**config.mk**
```make
export PLATFORM = sky130hd
export DESIGN_NAME = seq_div_w_flat
export DESIGN_NICKNAME = d
export VERILOG_FILES = /design/src/rtl/seq_div_w_if.sv /design/src/rtl/seq_div_w.sv /design/src/flat_wrapper.sv
export SDC_FILE = /design/constraint.sdc
export NUM_CORES = 1
export LEC_CHECK = 0
export ABC_CLOCK_PERIOD_IN_PS = 5700
export CAP_MARGIN = 20
export CORE_ASPECT_RATIO = 0.9
export CORE_MARGIN = 8
export CORE_UTILIZATION = 55
export DETAILED_ROUTE_END_ITERATION = 10
export PLACE_DENSITY = 0.81
export SETUP_SLACK_MARGIN = 0.5
export SLEW_MARGIN = 20
export SYNTH_ARGS = -nofsm -noshare
export SYNTH_HDL_FRONTEND = slang
export SYNTH_SLANG_ARGS = --single-unit
```
**constraint.sdc**
```tcl
create_clock -name clk_i -period 5.7 [get_ports clk_i]
set_input_delay 0.855 -clock clk_i [delete_from_list [all_inputs] [get_ports clk_i]]
set_output_delay 0.855 -clock clk_i [all_outputs]
set_load 0.1 [all_outputs]
```
**src/rtl/seq_div_w_if.sv**
```systemverilog
// rtl/seq_div_w_if.sv - operand/result handshake bundle for the sequential divider
interface seq_div_w_if #(
    parameter int W = 16
);
    logic         load;
    logic         sgn;
    logic [W-1:0] x;
    logic [W-1:0] y;
    logic         ready;
    logic         done;
    logic [W-1:0] q;
    logic [W-1:0] r;
    logic         dbz;

    // Controller side: issues operands, observes results
    modport master (
        output load, sgn, x, y,
        input  ready, done, q, r, dbz
    );

    // Divider side
    modport slave (
        input  load, sgn, x, y,
        output ready, done, q, r, dbz
    );
endinterface

```
**src/rtl/seq_div_w.sv**
```systemverilog
// rtl/seq_div_w.sv - multi-cycle restoring divider, one quotient bit per clock; SIGNED_DIV_EN enables signed mode
module seq_div_w #(
    parameter int W  = 16,
    parameter int CW = 6
) (
    input logic         clk_i,
    input logic         rst_i,
    seq_div_w_if.slave  bus
);
    typedef enum logic [1:0] {
        S_IDLE,
        S_RUN,
        S_ZERO
    } state_t;

    state_t        state_q, state_d;
    logic [CW-1:0] cnt_q, cnt_d;
    logic [W-1:0]  rem_q, rem_d;
    logic [W-1:0]  dq_q, dq_d;     // dividend shifting out, quotient shifting in
    logic [W-1:0]  div_q, div_d;
    logic [W-1:0]  q_q, q_d;
    logic [W-1:0]  r_q, r_d;
    logic          dbz_q, dbz_d;
    logic          done_q, done_d;
    logic          negq_q, negq_d; // quotient sign correction at done
    logic          negr_q, negr_d; // remainder follows the dividend sign

    logic [W:0]    diff;
    logic [W-1:0]  rem_n, dq_n;
    logic [W-1:0]  mag_x, mag_y;
    logic          sx, sy;

`ifndef SIGNED_DIV_EN
    logic unused_sgn;
    assign unused_sgn = bus.sgn;
`endif

    // Next-state, datapath step and result formation
    always_comb begin
        state_d = state_q;
        cnt_d   = cnt_q;
        rem_d   = rem_q;
        dq_d    = dq_q;
        div_d   = div_q;
        q_d     = q_q;
        r_d     = r_q;
        dbz_d   = dbz_q;
        done_d  = 1'b0;
        negq_d  = negq_q;
        negr_d  = negr_q;

`ifdef SIGNED_DIV_EN
        sx    = bus.sgn & bus.x[W-1];
        sy    = bus.sgn & bus.y[W-1];
        mag_x = sx ? -bus.x : bus.x;
        mag_y = sy ? -bus.y : bus.y;
`else
        sx    = 1'b0;
        sy    = 1'b0;
        mag_x = bus.x;
        mag_y = bus.y;
`endif

        // Trial subtraction of the divisor from the shifted partial remainder
        diff = {rem_q, dq_q[W-1]} - {1'b0, div_q};
        if (diff[W]) begin
            rem_n = {rem_q[W-2:0], dq_q[W-1]};
            dq_n  = {dq_q[W-2:0], 1'b0};
        end else begin
            rem_n = diff[W-1:0];
            dq_n  = {dq_q[W-2:0], 1'b1};
        end

        case (state_q)
            S_IDLE: begin
                if (bus.load) begin
                    rem_d  = '0;
                    div_d  = mag_y;
                    negq_d = sx ^ sy;
                    negr_d = sx;
                    if (bus.y == '0) begin
                        // Raw dividend kept so the zero-divisor result returns x unchanged
                        dq_d    = bus.x;
                        state_d = S_ZERO;
                    end else begin
                        dq_d    = mag_x;
                        cnt_d   = CW'(W);
                        state_d = S_RUN;
                    end
                end
            end
            S_RUN: begin
                rem_d = rem_n;
                dq_d  = dq_n;
                cnt_d = cnt_q - CW'(1);
                if (cnt_q == CW'(1)) begin
                    q_d     = negq_q ? -dq_n : dq_n;
                    r_d     = negr_q ? -rem_n : rem_n;
                    dbz_d   = 1'b0;
                    done_d  = 1'b1;
                    state_d = S_IDLE;
                end
            end
            S_ZERO: begin
                q_d     = '1;
                r_d     = dq_q;
                dbz_d   = 1'b1;
                done_d  = 1'b1;
                state_d = S_IDLE;
            end
            default: state_d = S_IDLE;
        endcase
    end

    // State and result registers; reset discards any in-flight division
    always_ff @(posedge clk_i) begin
        if (rst_i) begin
            state_q <= S_IDLE;
            cnt_q   <= '0;
            rem_q   <= '0;
            dq_q    <= '0;
            div_q   <= '0;
            q_q     <= '0;
            r_q     <= '0;
            dbz_q   <= 1'b0;
            done_q  <= 1'b0;
            negq_q  <= 1'b0;
            negr_q  <= 1'b0;
        end else begin
            state_q <= state_d;
            cnt_q   <= cnt_d;
            rem_q   <= rem_d;
            dq_q    <= dq_d;
            div_q   <= div_d;
            q_q     <= q_d;
            r_q     <= r_d;
            dbz_q   <= dbz_d;
            done_q  <= done_d;
            negq_q  <= negq_d;
            negr_q  <= negr_d;
        end
    end

    assign bus.ready = (state_q == S_IDLE);
    assign bus.done  = done_q;
    assign bus.q     = q_q;
    assign bus.r     = r_q;
    assign bus.dbz   = dbz_q;
endmodule

```
**src/flat_wrapper.sv**
```systemverilog
// flat-port wrapper written by rule: the top's interface ports become plain ports
module seq_div_w_flat 
#(
    parameter int W  = 16,
    parameter int CW = 6
)
  (clk_i, rst_i, bus_load, bus_sgn, bus_x, bus_y, bus_ready, bus_done, bus_q, bus_r, bus_dbz);
  seq_div_w_if #(.W(W)) bus_i ();
  input logic clk_i;
  input logic rst_i;
  input wire logic [$bits(bus_i.load)-1:0] bus_load;
  input wire logic [$bits(bus_i.sgn)-1:0] bus_sgn;
  input wire logic [$bits(bus_i.x)-1:0] bus_x;
  input wire logic [$bits(bus_i.y)-1:0] bus_y;
  output wire logic [$bits(bus_i.ready)-1:0] bus_ready;
  output wire logic [$bits(bus_i.done)-1:0] bus_done;
  output wire logic [$bits(bus_i.q)-1:0] bus_q;
  output wire logic [$bits(bus_i.r)-1:0] bus_r;
  output wire logic [$bits(bus_i.dbz)-1:0] bus_dbz;
  assign bus_i.load = bus_load;
  assign bus_i.sgn = bus_sgn;
  assign bus_i.x = bus_x;
  assign bus_i.y = bus_y;
  assign bus_ready = bus_i.ready;
  assign bus_done = bus_i.done;
  assign bus_q = bus_i.q;
  assign bus_r = bus_i.r;
  assign bus_dbz = bus_i.dbz;
  seq_div_w #(.W(W), .CW(CW)) u_core (.clk_i(clk_i), .rst_i(rst_i), .bus(bus_i));
endmodule
```
### After elaboration in Yosys (flattened, before gate mapping)

Cells that the tools add are included.

| cells by class | value |
|---|---|
| equal/unequal tests | 6 |
| muxes and demuxes | 21 |
| add/subtract/negate cells | 2 |
| reductions and logical operators | 9 |

Operator list:

| kind | number |
|---|---|
| $pmux 16 s2 | 4 |
| $mux 16 | 5 |
| $sub 17x16->17 | 1 |
| $logic_not 16->1 | 1 |
| $mux 6 | 2 |
| $pmux 6 s2 | 1 |
| $reduce_and 2->1 | 4 |
| $eq 6x1->1 const B | 1 |
| $mux 2 | 3 |
| $sub 6x1->6 const B | 1 |
| $ne 2x2->1 const B | 2 |
| $pmux 1 s2 | 2 |
| $pmux 2 s2 | 1 |
| $reduce_bool 2->1 | 2 |
| $mux 1 | 3 |
| $reduce_and 3->1 | 1 |
| $eq 2x1->1 const B | 1 |
| $eq 2x2->1 const B | 1 |
| $logic_not 2->1 | 1 |
| $ne 2x1->1 const B | 1 |

| storage, ports and cells | value |
|---|---|
| bits of input ports | 36 |
| bits in registers | 90 |
| word-level logic and storage cells | 47 |
| output and inout bits | 35 |

### Logic depth before layout (Yosys ltp)

| logic depth | value |
|---|---|
| word-level depth | 4 |
| depth in mapped cells | 12 |
| gate-level depth less buffers | 11 |

### Worst setup path after synthesis

OpenSTA, ideal clock, no wires.

| path | value |
|---|---|
| kind | register to register |
| start point | register u_core.state_q[0] |
| end point | register u_core.cnt_q[5] |
| setup slack | 2719 ps |
| path buffers | 0 |
| library setup time | 129 ps |
| required time | 5571 ps |
| period minus slack after synthesis | 2981 ps |
| data arrival time | 2851 ps |
| stages on the path, launching flop included | 10 |
| cells stage by stage | dfxtp_1 -> inv_1 -> ha_1 -> nand2_1 -> o21ai_1 -> o21ai_1 -> nor4_1 -> nor3b_1 -> xnor2_1 -> nor2_1 |

| on the way | value |
|---|---|
| word-level cells in the longest chain between the ends | 3 |
| elaborated cells between the ends (all ways) | 7 |
| those cells by class | 3 x eq/ne; 1 x mux; 3 x reduce/logical |

RTL lines:

| what | RTL line | text |
|---|---|---|
| start: declaration | seq_div_w.sv:16 | `state_t state_q, state_d;` |
| start signal: assignment | seq_div_w.sv:130 | `state_q <= state_d;` |
| $logic_not 2->1 (*) | - |  |
| via bus_ready | flat_wrapper.sv:15 | `output wire logic [$bits(bus_i.ready)-1:0] bus_ready;` |
| $ne 2x2->1 (no line) / $reduce_bool 2->1 (equally long branches) | - |  |
| $reduce_and 3->1 (no line) | - |  |
| end signal: assignment | seq_div_w.sv:131 | `cnt_q <= cnt_d;` |
| end: declaration | seq_div_w.sv:17 | `logic [CW-1:0] cnt_q, cnt_d;` |

The timed path passes the listed nets; every way through them passes the cells marked *.
A chain may end at the register's enable or synchronous reset.

### Worst setup path in the final report

| path | value |
|---|---|
| start point | input port bus_load |
| end point | register u_core.cnt_q[5] |

| on the way | value |
|---|---|
| word-level cells in the longest chain between the ends | 2 |

RTL lines:

| what | RTL line | text |
|---|---|---|
| start: declaration | flat_wrapper.sv:11 | `input wire logic [$bits(bus_i.load)-1:0] bus_load;` |
| $ne 2x2->1 (no line) | - |  |
| $reduce_and 3->1 (no line) | - |  |

Every way passes these cells.

==> results.toml <==
[global_routing]
grtUsageMet3_pct = 4.859
grt_start_max_net_pins = 54
global_route.usage.total_pct = 20.71
via_count_of_the_first_global_routing_pass = 4087
grt_pass1_wl_um = 19560
grt_use_met1_pct = 24.52
globalRouteMet2Util_pct = 35.85
grt_overflow = 0
grt_antenna_before_repair = 0
grt.busiest_layer = "met2"

[cts]
worst_skew_pair.late_latency_ns = 0.36
cts.repair.resized = 0
ctsLongestPathBuffers = 2
postCtsSetupBuffers = 0
tritoncts_clock_tree = "done"
numCtsBuffers = 9
post_cts_hold_buffer_count = 0
ctsRootBufferMaster = "clkbuf_8"
htree_levels = 3
clkTransAtPathRegs_ns = 0.10
clock-sinks = 90

[cells_and_area]
layoutNonFillerInstCount = 708
fillers = 653
multiInputGateArea_um2 = 2609
most-common-layout-cells = "dfxtp_1 (90), nand2_1 (70), clkdlybuf4s50_1 (68), a21oi_1 (52), o21ai_0 (46)"
flow.area_growth_from_synthesis_pct = 20.11
post_route_cells_drive_above_1_share_pct = 6.404
num_antenna_cells = 0
area.sequential_um2 = 1802
nNetsFinal = 663
final_common_cell = "dfxtp_1"

[route]
drt_iter0_drc = 290
first_pass_iters = 5
post_drt_wl_per_cell_um = 17.09
detail-route-antenna-nets = 0
dr_total_vias = 4290
avgViaCountPerCell = 6.059
wl_um = 12100
drc = 0

[sta]
timing.final.crit_share_pct = 59.10
finalCriticalPeriod_ns = 3.368
finalClockSkew_ns = 0.01337
drv_slew = 0
max_clock_freq_mhz = 296.9
unrepaired_setup_endpoints_after_global_routing = "no"
timing.final.setup_violations = 0
fin_tns_setup_ns = 0
max-slew-margin-rel_pct = 33.61
final_hold_viol_count = 0
max_slew.worst_pin.slew_ns = 0.9928

[power]
intPower_mw = 1.102
combinationalPowerShare_pct = 35.6
powerDensity_nw_per_um2 = 326.1
switching_share_pct = 39.24
p_leak_nw = 2.032
seqPwrFrac_pct = 39.9
power.ir.vdd_worst_v = 0.0002232
p_clk_share_pct = 24.5
finalPower_mw = 1.813
p_switching_uw = 711.3

[hold_path]
timing.hold.worst.start = "u_core.div_q[4]$_SDFFE_PP0P_"
timing.hold.worst_path_depth = 2
hold_path.class = "reg -> reg"

[die]
chipHeight_um = 103.0
start_util_pct = 57.09
ioPinCount = 71
floorplan.die_area_um2 = 11610
core.rowCount = 31
fp.dieW_um = 112.7
coreArea_um2 = 8107

[critical_path]
timing.reg2reg.worst_path_depth = 11
arrival_ns = 3.61
startpoint = "bus_load"
critical-path-max-stage-delay_ns = 0.50
critPathLaunchType = "input port"
crit_path_max_fanout = 34
crit_path_cell_trace = "clkdlybuf4s50_1 -> nand2_1 -> o21ai_4 -> o21ai_1 -> nor4_1 -> nor3b_1 -> xnor2_1 -> nor2_1"
worstSetupPathType = "in -> reg"
required_time_reported_for_the_critical_path_endpoint_ns = 5.94
crit_path_top_delay_cell = "clkdlybuf4s50_1"
critical_path.endpoint_type = "flop"
worstReg2RegStart = "u_core.dq_q[15]$_SDFFE_PP0P_"

[yosys]
synth.top_cell.area_share_pct = 38.93
syn_area_um2 = 4628
synth.area.top_cells = "dfxtp_1 (39%), mux2i_1 (5.8%), ha_1 (5.7%), nand2_1 (5.7%), a21oi_1 (5.6%)"
ys_dominant_reg_cell = "dfxtp_1"
synthesis.instances = 551
synthArstFlopShare_pct = 0
sequential_to_total_area_share_from_yosys_stat_pct = 38.93
synth.yosys.warnings = 0
synth_seq_cells = 90
synthesis.nets = 609
post-synth-top-area-cell = "dfxtp_1"
synth_area_per_cell_um2 = 8.400
synth.lib_cells_used.distinct = 55
synth-edff-count = 0

[run_status]
run_status = "finished, final reports clean"

[flow_run]
drv_cap = 0

[place]
detailedPlacementHpwl_um = 8834
gp_congestion = 0.8421
port_buffers = 69
placed_cells = 692
worst paths after layout:
kind,to,slack [ns]
worst max-delay path,u_core.cnt_q[5]$_SDFFE_PP0P_,2.33
worst min-delay path,u_core.div_q[4]$_SDFFE_PP0P_,0.46
worst max register to register,u_core.bus.r[0]$_SDFFE_PP0P_,2.46
worst min register to register,u_core.div_q[4]$_SDFFE_PP0P_,0.46
layout make-up:
type	count	area share, %
multi-input cells	402	46.93
flip-flops and latches	90	32.41
repair buffers	74	13.01
clock buffers	9	2.228
well taps	99	2.228
inverters	28	1.891
clock inverters	6	1.305
per-layer routing:
metal | part of all wire, % | routed length, µm | up-vias
met5 | 0 | 0 | -
met4 | 2.2 | 263 | 0
met3 | 6.0 | 722 | 23
met2 | 49 | 5934 | 144
met1 | 43 | 5178 | 2025
li1 | - | - | 2098
synthesized netlist by cell type, types with 2 or more instances:
cell type	n
dfxtp_1	90
nand2_1	70
a21oi_1	52
o21ai_0	46
nor2_1	44
inv_1	28
clkbuf_1	27
mux2i_1	27
ha_1	21
a211oi_1	18
o22ai_1	17
xnor2_1	8
a221oi_2	7
nor3_1	6
xor2_1	6
a32oi_1	5
nor4_1	5
o21ai_1	5
nand2b_1	4
nand4_1	4
o21a_1	4
a21boi_0	3
a31oi_1	3
and3_1	3
buf_1	3
nand3_1	3
nor3b_1	3
o31ai_1	3
or3_1	3
a2111o_1	2
a221oi_1	2
a311oi_1	2
a31o_2	2
o211ai_1	2
o21bai_1	2
o32ai_1	2
power by group through the flow:
stage / Sequential [mW] / Combinational (mW) / Clock [mW]
4_1_cts: 0.723 / 0.641 / 0.453
3_5_place_dp: 0.737 / 0.638 / 0
6_report: 0.724 / 0.645 / 0.444
5_1_grt: 0.730 / 0.691 / 0.478
3_3_place_gp: 0.735 / 0.620 / 0
2_1_floorplan: 0.891 / 0.332 / 0
registers in the layout, indices dropped and copies added (netlist names):
name,count
u_core.bus.done,1
u_core.bus.dbz,1
u_core.dq_q,16
u_core.bus.r,16
u_core.cnt_q,6
u_core.rem_q,16
u_core.div_q,16
u_core.bus.q,16
u_core.state_q,2
critical path, delay by kind of cell:
| kind | cells | cell delay, ns |
|---|---|---|
| buffers and inverters | 1 | 0.50 |
| XOR/XNOR | 1 | 0.16 |
| AO/OA/AOI/OAI | 2 | 0.91 |
| AND/OR/NAND/NOR | 4 | 1.18 |
through the flow:
stage / cell area (µm²) / util [%] / setup WS [ns] / hold slack (ns)
3_3_place_gp: 5344 / 65.92 / 1.899 / 0.4453
5_1_grt: 5559 / 68.58 / 2.099 / 0.4863
6_report: 5559 / 68.58 / 2.332 / 0.4615
4_1_cts: 5540 / 68.34 / 2.066 / 0.4639
2_1_floorplan: 4628 / - / 2.719 / 0.4363
3_5_place_dp: 5344 / 65.92 / 1.697 / 0.4513
logic make-up after synthesis:
kind of cell	Yosys count	share of synthesized area (%)
AO/OA/AOI/OAI	186	26.33
XOR/XNOR	15	3.244
adder cells (fa/ha/maj)	22	6.110
buffers and inverters	59	5.028
flip-flops	90	38.93
multiplexers	28	6.083
AND/OR/NAND/NOR	151	14.27
No activity file was read; power rests on OpenSTA's default activity.
